File: src/rtl/mips_pkg.sv
// Shared types and geometry helpers for the instruction cache.
package mips_pkg;

    localparam int unsigned INSTR_W = 32;

    typedef enum logic [1:0] {
        IDLE,
        REFILL,
        FILL
    } icache_state_t;

    function automatic int unsigned off_w(input int unsigned words_per_line);
        return $clog2(words_per_line);
    endfunction

    function automatic int unsigned idx_w(input int unsigned lines);
        return $clog2(lines);
    endfunction

    function automatic int unsigned tag_w(input int unsigned addr_w,
                                          input int unsigned lines,
                                          input int unsigned words_per_line);
        return addr_w - 2 - $clog2(lines) - $clog2(words_per_line);
    endfunction

endpackage

File: src/rtl/inst_cache_refill.sv
// Refill controller: miss FSM, word counter and the req/ready word handshake
// toward instruction memory. Drives write and validate strobes into the arrays.
module inst_cache_refill
    import mips_pkg::*;
#(
    parameter int unsigned WORDS_PER_LINE = 4,
    parameter int unsigned ADDR_W         = 32,
    parameter int unsigned OFF_W          = off_w(WORDS_PER_LINE),
    parameter int unsigned LINE_W         = ADDR_W - 2 - OFF_W
) (
    input  logic              clk,
    input  logic              reset,
    input  logic              miss,
    input  logic [LINE_W-1:0] miss_line,
    input  logic              mem_ready,
    output logic              idle,
    output logic              mem_req,
    output logic [ADDR_W-1:0] mem_addr,
    output logic              wr_en,
    output logic [OFF_W-1:0]  wr_word,
    output logic              fill_en,
    output logic [LINE_W-1:0] line_q
);

    icache_state_t     state_q, state_d;
    logic [OFF_W-1:0]  word_cnt_q, word_cnt_d;
    logic [LINE_W-1:0] line_d;

    always_ff @(posedge clk) begin
        if (reset) begin
            state_q    <= IDLE;
            word_cnt_q <= '0;
            line_q     <= '0;
        end else begin
            state_q    <= state_d;
            word_cnt_q <= word_cnt_d;
            line_q     <= line_d;
        end
    end

    always_comb begin
        state_d    = state_q;
        word_cnt_d = word_cnt_q;
        line_d     = line_q;
        idle       = 1'b0;
        mem_req    = 1'b0;
        mem_addr   = '0;
        wr_en      = 1'b0;
        fill_en    = 1'b0;
        wr_word    = word_cnt_q;
        case (state_q)
            IDLE: begin
                idle = 1'b1;
                if (miss) begin
                    state_d    = REFILL;
                    line_d     = miss_line;
                    word_cnt_d = '0;
                end
            end
            REFILL: begin
                mem_req  = 1'b1;
                mem_addr = {line_q, word_cnt_q, 2'b00};
                if (mem_ready) begin
                    wr_en = 1'b1;
                    // Incrementing past the last word wraps the counter to 0
                    // on the same edge that enters FILL.
                    word_cnt_d = word_cnt_q + OFF_W'(1);
                    if (word_cnt_q == OFF_W'(WORDS_PER_LINE - 1))
                        state_d = FILL;
                end
            end
            FILL: begin
                fill_en = 1'b1;
                state_d = IDLE;
            end
            default: state_d = IDLE;
        endcase
    end

endmodule

File: src/rtl/inst_cache.sv
// Direct-mapped read-only instruction cache with combinational lookup.
// Optional ICACHE_STATS_EN adds saturating hit/miss counters.
module inst_cache
    import mips_pkg::*;
#(
    parameter int unsigned LINES          = 16,
    parameter int unsigned WORDS_PER_LINE = 4,
    parameter int unsigned ADDR_W         = 32
) (
    input  logic               clk,
    input  logic               reset,
    input  logic [ADDR_W-1:0]  pc,
    output logic [INSTR_W-1:0] instruction,
    output logic               hit,
    output logic               mem_req,
    output logic [ADDR_W-1:0]  mem_addr,
    input  logic [INSTR_W-1:0] mem_rdata,
    input  logic               mem_ready
`ifdef ICACHE_STATS_EN
   ,output logic [31:0]        hit_count,
    output logic [31:0]        miss_count
`endif
);

    localparam int unsigned OFF_W  = off_w(WORDS_PER_LINE);
    localparam int unsigned IDX_W  = idx_w(LINES);
    localparam int unsigned TAG_W  = tag_w(ADDR_W, LINES, WORDS_PER_LINE);
    localparam int unsigned LINE_W = TAG_W + IDX_W;

    logic [INSTR_W-1:0] data_q [LINES][WORDS_PER_LINE];
    logic [TAG_W-1:0]   tag_q  [LINES];
    logic [LINES-1:0]   valid_q, valid_d;

    logic [OFF_W-1:0]  pc_off;
    logic [IDX_W-1:0]  pc_idx;
    logic [TAG_W-1:0]  pc_tag;
    logic              pc_byte_unused;

    logic              idle, miss, wr_en, fill_en;
    logic [OFF_W-1:0]  wr_word;
    logic [LINE_W-1:0] line_q;
    logic [IDX_W-1:0]  wr_idx;
    logic [TAG_W-1:0]  wr_tag;

    assign pc_off         = pc[OFF_W+1:2];
    assign pc_idx         = pc[OFF_W+2 +: IDX_W];
    assign pc_tag         = pc[ADDR_W-1 -: TAG_W];
    assign pc_byte_unused = ^pc[1:0];

    assign wr_idx = line_q[IDX_W-1:0];
    assign wr_tag = line_q[LINE_W-1 -: TAG_W];

    always_comb begin
        hit         = idle && valid_q[pc_idx] && (tag_q[pc_idx] == pc_tag);
        miss        = idle && !hit;
        instruction = hit ? data_q[pc_idx][pc_off] : '0;
    end

    inst_cache_refill #(
        .WORDS_PER_LINE (WORDS_PER_LINE),
        .ADDR_W         (ADDR_W)
    ) u_refill (
        .clk       (clk),
        .reset     (reset),
        .miss      (miss),
        .miss_line ({pc_tag, pc_idx}),
        .mem_ready (mem_ready),
        .idle      (idle),
        .mem_req   (mem_req),
        .mem_addr  (mem_addr),
        .wr_en     (wr_en),
        .wr_word   (wr_word),
        .fill_en   (fill_en),
        .line_q    (line_q)
    );

    always_ff @(posedge clk) begin
        if (wr_en)
            data_q[wr_idx][wr_word] <= mem_rdata;
        if (fill_en)
            tag_q[wr_idx] <= wr_tag;
    end

    always_comb begin
        valid_d = valid_q;
        if (fill_en)
            valid_d[wr_idx] = 1'b1;
    end

    always_ff @(posedge clk) begin
        if (reset)
            valid_q <= '0;
        else
            valid_q <= valid_d;
    end

`ifdef ICACHE_STATS_EN
    logic [31:0] hit_count_q, hit_count_d;
    logic [31:0] miss_count_q, miss_count_d;

    always_comb begin
        hit_count_d  = hit_count_q;
        miss_count_d = miss_count_q;
        if (hit && hit_count_q != '1)
            hit_count_d = hit_count_q + 32'd1;
        if (miss && miss_count_q != '1)
            miss_count_d = miss_count_q + 32'd1;
    end

    always_ff @(posedge clk) begin
        if (reset) begin
            hit_count_q  <= '0;
            miss_count_q <= '0;
        end else begin
            hit_count_q  <= hit_count_d;
            miss_count_q <= miss_count_d;
        end
    end

    assign hit_count  = hit_count_q;
    assign miss_count = miss_count_q;
`endif

endmodule

File: config.mk
export PLATFORM = sky130hd
export DESIGN_NAME = inst_cache
export DESIGN_NICKNAME = d
export VERILOG_FILES = /design/src/rtl/mips_pkg.sv /design/src/rtl/inst_cache_refill.sv /design/src/rtl/inst_cache.sv
export SDC_FILE = /design/constraint.sdc
export NUM_CORES = 2
export LEC_CHECK = 0
export CORE_ASPECT_RATIO = 1.5
export CORE_MARGIN = 10
export CORE_UTILIZATION = 34
export CTS_CLUSTER_SIZE = 20
export DETAILED_ROUTE_END_ITERATION = 12
export MAX_ROUTING_LAYER = met4
export PLACE_DENSITY = 0.52
export SLEW_MARGIN = 15
export SYNTH_ARGS = -nofsm -noshare
export SYNTH_HDL_FRONTEND = slang
export SYNTH_SLANG_ARGS = --single-unit
File: constraint.sdc
create_clock -name clk -period 11.7 [get_ports clk]
set_input_delay 2.34 -clock clk [delete_from_list [all_inputs] [get_ports clk]]
set_output_delay 2.34 -clock clk [all_outputs]
set_load 0.01 [all_outputs]
==> impl_metrics.py <==
metrics = {
    "outcome": {
        "run_status": "complete, no violations",
    },
    "clock_network": {
        "cts.sinks": 2480,
        "ctsHtreeMaxLevel": 4,
        "clkSlewWorstSetupHoldPaths_ns": 0.06,
        "post_cts.resized_instances": 0,
        "clock_latency_late_sink_ns": 0.92,
        "hold_buffers": 0,
        "tritoncts_clock_tree": "built",
        "ctsRootBufferMaster": "sky130_fd_sc_hd__clkbuf_16",
        "clockBufferDepth": 4,
        "numCtsBuffers": 243,
        "post-cts-setup-buffers": 0,
    },
    "routing": {
        "wire_per_inst_um": 32.8,
        "final_antenna_net_count": 0,
        "drt_pass1_iterations": 5,
        "vias": 44400,
        "route.detailed.drc": 0,
        "route.detailed.vias_per_inst": 5.43,
        "routed_wirelength_mm": 268,
        "dr.first_iter.drc_count": 4699,
    },
    "floorplan": {
        "die_area_um2": 303000,
        "pin_count": 133,
        "area_of_the_core_um2": 280000,
        "num_rows": 238,
        "height_of_the_die_um": 669,
        "die_width_um": 453,
        "initial_utilization_pct": 34.1,
    },
    "global_routing": {
        "met3_usage_pct": 2.70,
        "global_route.peak_usage_layer": "met2",
        "antenna_found_initial": 25,
        "grt_start_max_net_pins": 99,
        "grt_first_pass_wirelength_mm": 374,
        "use_met2_pct": 29.4,
        "track_usage_pct": 18.0,
        "globalRouteOverflowTotal": 0,
        "number_of_global_route_vias_before_repair": 46200,
        "globalRouteMet1Util_pct": 23.1,
    },
    "critical_path": {
        "path_common_cell": "sky130_fd_sc_hd__mux4_2",
        "worstPathArrival_ns": 7.77,
        "crit_fanout": 92,
        "critical_path.reg2reg.endpoint": "data_q[9][37]$_DFFE_PP_",
        "sort_of_element_at_the_end_of_the_critical_path": "primary output",
        "critical_path.startpoint": "pc[5]",
        "path_cells": "buf_8, buf_4, mux4_2, mux4_2, xnor2_1, nand4_1, nor3_4, nand2_1, a211oi_1, clkdlybuf4s50_1",
        "critPathKind": "input port to primary output",
        "cpPeakStageDelay_ns": 1.00,
        "cp.buffers_inverters": 3,
        "cpLargestDelayFamily": "buffers and inverters",
        "r2r_cells": 5,
        "crit_path_end": "instruction[7]",
        "critPathLaunchType": "input port",
        "slowest_stage": "sky130_fd_sc_hd__a211oi_1",
        "timing.rr.start": "u_refill.state_q[0]$_SDFFE_PP0P_",
        "levels_on_crit_path": 10,
        "timing.critical_path.required_ns": 9.36,
        "reg2reg_setup_slack_ns": 7.08,
    },
    "placed_design": {
        "hpwl_mm": 138,
        "place.port_buffers": 128,
        "gp_routability_congestion": 0.731,
    },
    "final_layout": {
        "flow.area_growth_from_synthesis_pct": 14.4,
        "share_of_layout_cells_above_drive_strength_1_pct": 30.0,
        "nNetsFinal": 4329,
    },
    "sta": {
        "max_slew.worst_pin.slew_ns": 1.22,
        "finalCritPeriodShare_pct": 86.4,
        "timing.final.hold_violations": 0,
        "tns_ns": 0,
        "fmax_mhz": 98.9,
        "hold-worst-slack_ns": 0.473,
        "fin_clk_skew_ns": 0.0572,
        "finalCriticalPeriod_ns": 10.11,
        "slew_viol_final": 0,
        "report.final.setup_viol": 0,
        "slew_headroom_pct": 18.6,
        "grt_setup_unrepaired": "false",
    },
    "synthesis": {
        "synth_fa_ha_area_share_pct": 0.0524,
        "muxShareOfSynthArea_pct": 18.7,
        "synth_flop_cell": "sky130_fd_sc_hd__edfxtp_1",
        "synth.lib_cells_used.distinct": 61,
        "netlist.top_cell.by_area": "sky130_fd_sc_hd__edfxtp_1",
        "synth_edf_count": 2432,
        "synth.cell_area_um2": 95500,
        "avgSynthCellArea_um2": 24.0,
        "synth-xor-area-share_pct": 0.248,
        "synth.top_cells.by_area": "sky130_fd_sc_hd__edfxtp_1 (76%), sky130_fd_sc_hd__mux4_2 (18%), sky130_fd_sc_hd__dfxtp_1 (1.0%)",
        "synth-simple-area-share_pct": 1.75,
        "number_of_register_bits_inferred_by_synthesis": 2480,
        "synth_top_area_share_pct": 76.4,
        "synth_top_family_by_area": "multiplexers",
        "ys_warn_count": 0,
        "synthesis.instances": 3983,
        "asyncSetResetFlopFracSynth_pct": 0,
        "sequential_cell_area_fraction_in_the_yosys_report_pct": 77.4,
        "synth_compound_gate_area_share_pct": 0.568,
    },
    "run": {
        "maxCapViolCount": 0,
    },
    "power_and_ir_drop": {
        "p_per_area_nw_per_um2": 165,
        "total_leakage_power_uw": 0.0333,
        "vdd.ir_drop.worst_v": 0.000130,
    },
    "hold_path": {
        "class_of_the_tightest_hold_or_removal_check": "register to register",
    },
}
==> worst register-to-register path, delay by kind of cell, from the launching register on <==
| kind | cells | cell delay [ns] |
|---|---|---|
| buffers and inverters | 2 | 0.98 |
| flip-flops | 1 | 0.48 |
| AND/OR/NAND/NOR | 3 | 2.67 |
==> where the power goes <==
part | internal (µW) | total [µW] | leakage (µW) | switching [µW]
sequential | 9780 | 9810 | 0.0223 | 30.4
combinational | 343 | 827 | 0.00738 | 483
clock | 4120 | 7420 | 0.00362 | 3300
total | 14200 | 18100 | 0.0333 | 3820
==> logic make-up after synthesis <==
| group | after synthesis |
|---|---|
| flops | 2480 |
| mux | 841 |
| simple gates | 330 |
| buf+inv | 231 |
| compound gates | 69 |
| xor+xnor | 27 |
| fa+ha+maj | 4 |
| other cells | 1 |
==> cell type report <==
type,instances,area [µm²]
fillers,24900,171000
flip-flops and latches,2480,74000
multi-input cells,1273,21100
clock buffers,324,6630
well taps,3720,4650
repair buffers,251,2140
clock inverters,113,732
inverters,9,41.3
diodes,9,22.5
==> how the worst min path moves through the flow <==
| stage | cells past startpoint | from | slack [ns] | to |
|---|---|---|---|---|
| finish | 2 | valid_q[8]$_SDFFE_PP0P_ | 0.47 | valid_q[8]$_SDFFE_PP0P_ |
| global route | 2 | valid_q[14]$_SDFFE_PP0P_ | 0.51 | valid_q[14]$_SDFFE_PP0P_ |
| CTS | 2 | valid_q[7]$_SDFFE_PP0P_ | 0.47 | valid_q[7]$_SDFFE_PP0P_ |
| global placement | 2 | valid_q[15]$_SDFFE_PP0P_ | 0.45 | valid_q[15]$_SDFFE_PP0P_ |
| floorplan | 2 | valid_q[10]$_SDFFE_PP0P_ | 0.43 | valid_q[10]$_SDFFE_PP0P_ |
| detailed placement | 2 | valid_q[8]$_SDFFE_PP0P_ | 0.46 | valid_q[8]$_SDFFE_PP0P_ |
==> per-layer routing <==
| metal | vias to the layer above | routed length (µm) |
|---|---|---|
| met2 | 1491 | 135000 |
| met3 | 408 | 15600 |
| li1 | 17600 | - |
| met5 | - | 0 |
| met4 | 0 | 9020 |
| met1 | 24900 | 109000 |
==> cell usage after synthesis, types with 3 or more instances <==
| cell | number |
|---|---|
| sky130_fd_sc_hd__nand4_1 | 7 |
| sky130_fd_sc_hd__xor2_1 | 10 |
| sky130_fd_sc_hd__o22ai_1 | 3 |
| sky130_fd_sc_hd__mux2_2 | 4 |
| sky130_fd_sc_hd__o31a_1 | 3 |
| sky130_fd_sc_hd__a221oi_1 | 4 |
| sky130_fd_sc_hd__edfxtp_1 | 2432 |
| sky130_fd_sc_hd__nor2b_1 | 15 |
| sky130_fd_sc_hd__mux4_2 | 756 |
| sky130_fd_sc_hd__and3_1 | 22 |
| sky130_fd_sc_hd__a211oi_1 | 23 |
| sky130_fd_sc_hd__o21ai_0 | 3 |
| sky130_fd_sc_hd__buf_4 | 24 |
| sky130_fd_sc_hd__nand2b_1 | 62 |
| sky130_fd_sc_hd__a311oi_1 | 7 |
| sky130_fd_sc_hd__nor4_1 | 3 |
| sky130_fd_sc_hd__nand2_1 | 34 |
| sky130_fd_sc_hd__inv_1 | 6 |
| sky130_fd_sc_hd__xnor2_1 | 17 |
| sky130_fd_sc_hd__dfxtp_1 | 48 |
| sky130_fd_sc_hd__buf_1 | 32 |
| sky130_fd_sc_hd__clkbuf_1 | 74 |
| sky130_fd_sc_hd__buf_2 | 83 |
| sky130_fd_sc_hd__ha_1 | 4 |
| sky130_fd_sc_hd__and2_1 | 35 |
| sky130_fd_sc_hd__buf_6 | 6 |
| sky130_fd_sc_hd__nor3_1 | 5 |
| sky130_fd_sc_hd__nor2_1 | 121 |
| sky130_fd_sc_hd__mux2i_1 | 80 |
| sky130_fd_sc_hd__nand3_1 | 13 |
| sky130_fd_sc_hd__a21oi_1 | 6 |
==> layout by cell type, fill, tap and decap left out, types with 5 or more instances in the layout <==
master	instances
sky130_fd_sc_hd__diode_2	9
sky130_fd_sc_hd__mux2i_1	80
sky130_fd_sc_hd__clkbuf_16	251
sky130_fd_sc_hd__buf_2	27
sky130_fd_sc_hd__dfxtp_1	48
sky130_fd_sc_hd__a311oi_1	7
sky130_fd_sc_hd__a21oi_1	6
sky130_fd_sc_hd__a211oi_1	23
sky130_fd_sc_hd__buf_12	6
sky130_fd_sc_hd__nor2_4	80
sky130_fd_sc_hd__inv_1	6
sky130_fd_sc_hd__nor2b_1	14
sky130_fd_sc_hd__xor2_1	10
sky130_fd_sc_hd__nand3_1	9
sky130_fd_sc_hd__clkinv_1	57
sky130_fd_sc_hd__nand4_1	7
sky130_fd_sc_hd__nor3_1	5
sky130_fd_sc_hd__clkdlybuf4s50_1	89
sky130_fd_sc_hd__nand2_1	34
sky130_fd_sc_hd__nor2_1	41
sky130_fd_sc_hd__buf_4	125
sky130_fd_sc_hd__clkbuf_1	66
sky130_fd_sc_hd__bufinv_16	8
sky130_fd_sc_hd__xnor2_1	17
sky130_fd_sc_hd__edfxtp_1	2432
sky130_fd_sc_hd__nand2b_1	61
sky130_fd_sc_hd__clkbuf_8	7
sky130_fd_sc_hd__clkinv_2	41
sky130_fd_sc_hd__and2_1	35
sky130_fd_sc_hd__mux4_2	756
sky130_fd_sc_hd__and3_1	22
==> per-stage QoR <==
stage	instance area [µm²]	worst slack, ns	std cells	total power, µW	util, %
after floorplan	95500	4.25	3984	10500	-
after global placement	102000	1.50	7732	10800	36.4
after detailed placement	102000	1.50	7732	10800	36.4
after CTS	109000	1.46	8169	18200	39.0
after global routing	109000	1.37	8176	18600	39.0
final	109000	1.59	8179	18100	39.0
==> flip-flops by register name (all words and copies together) (netlist names) <==
name	count
tag_q	384
valid_q	16
u_refill.wr_word	2
data_q	2048
u_refill.line_q	28
u_refill.state_q	2
(Power assumes the default switching activity.)
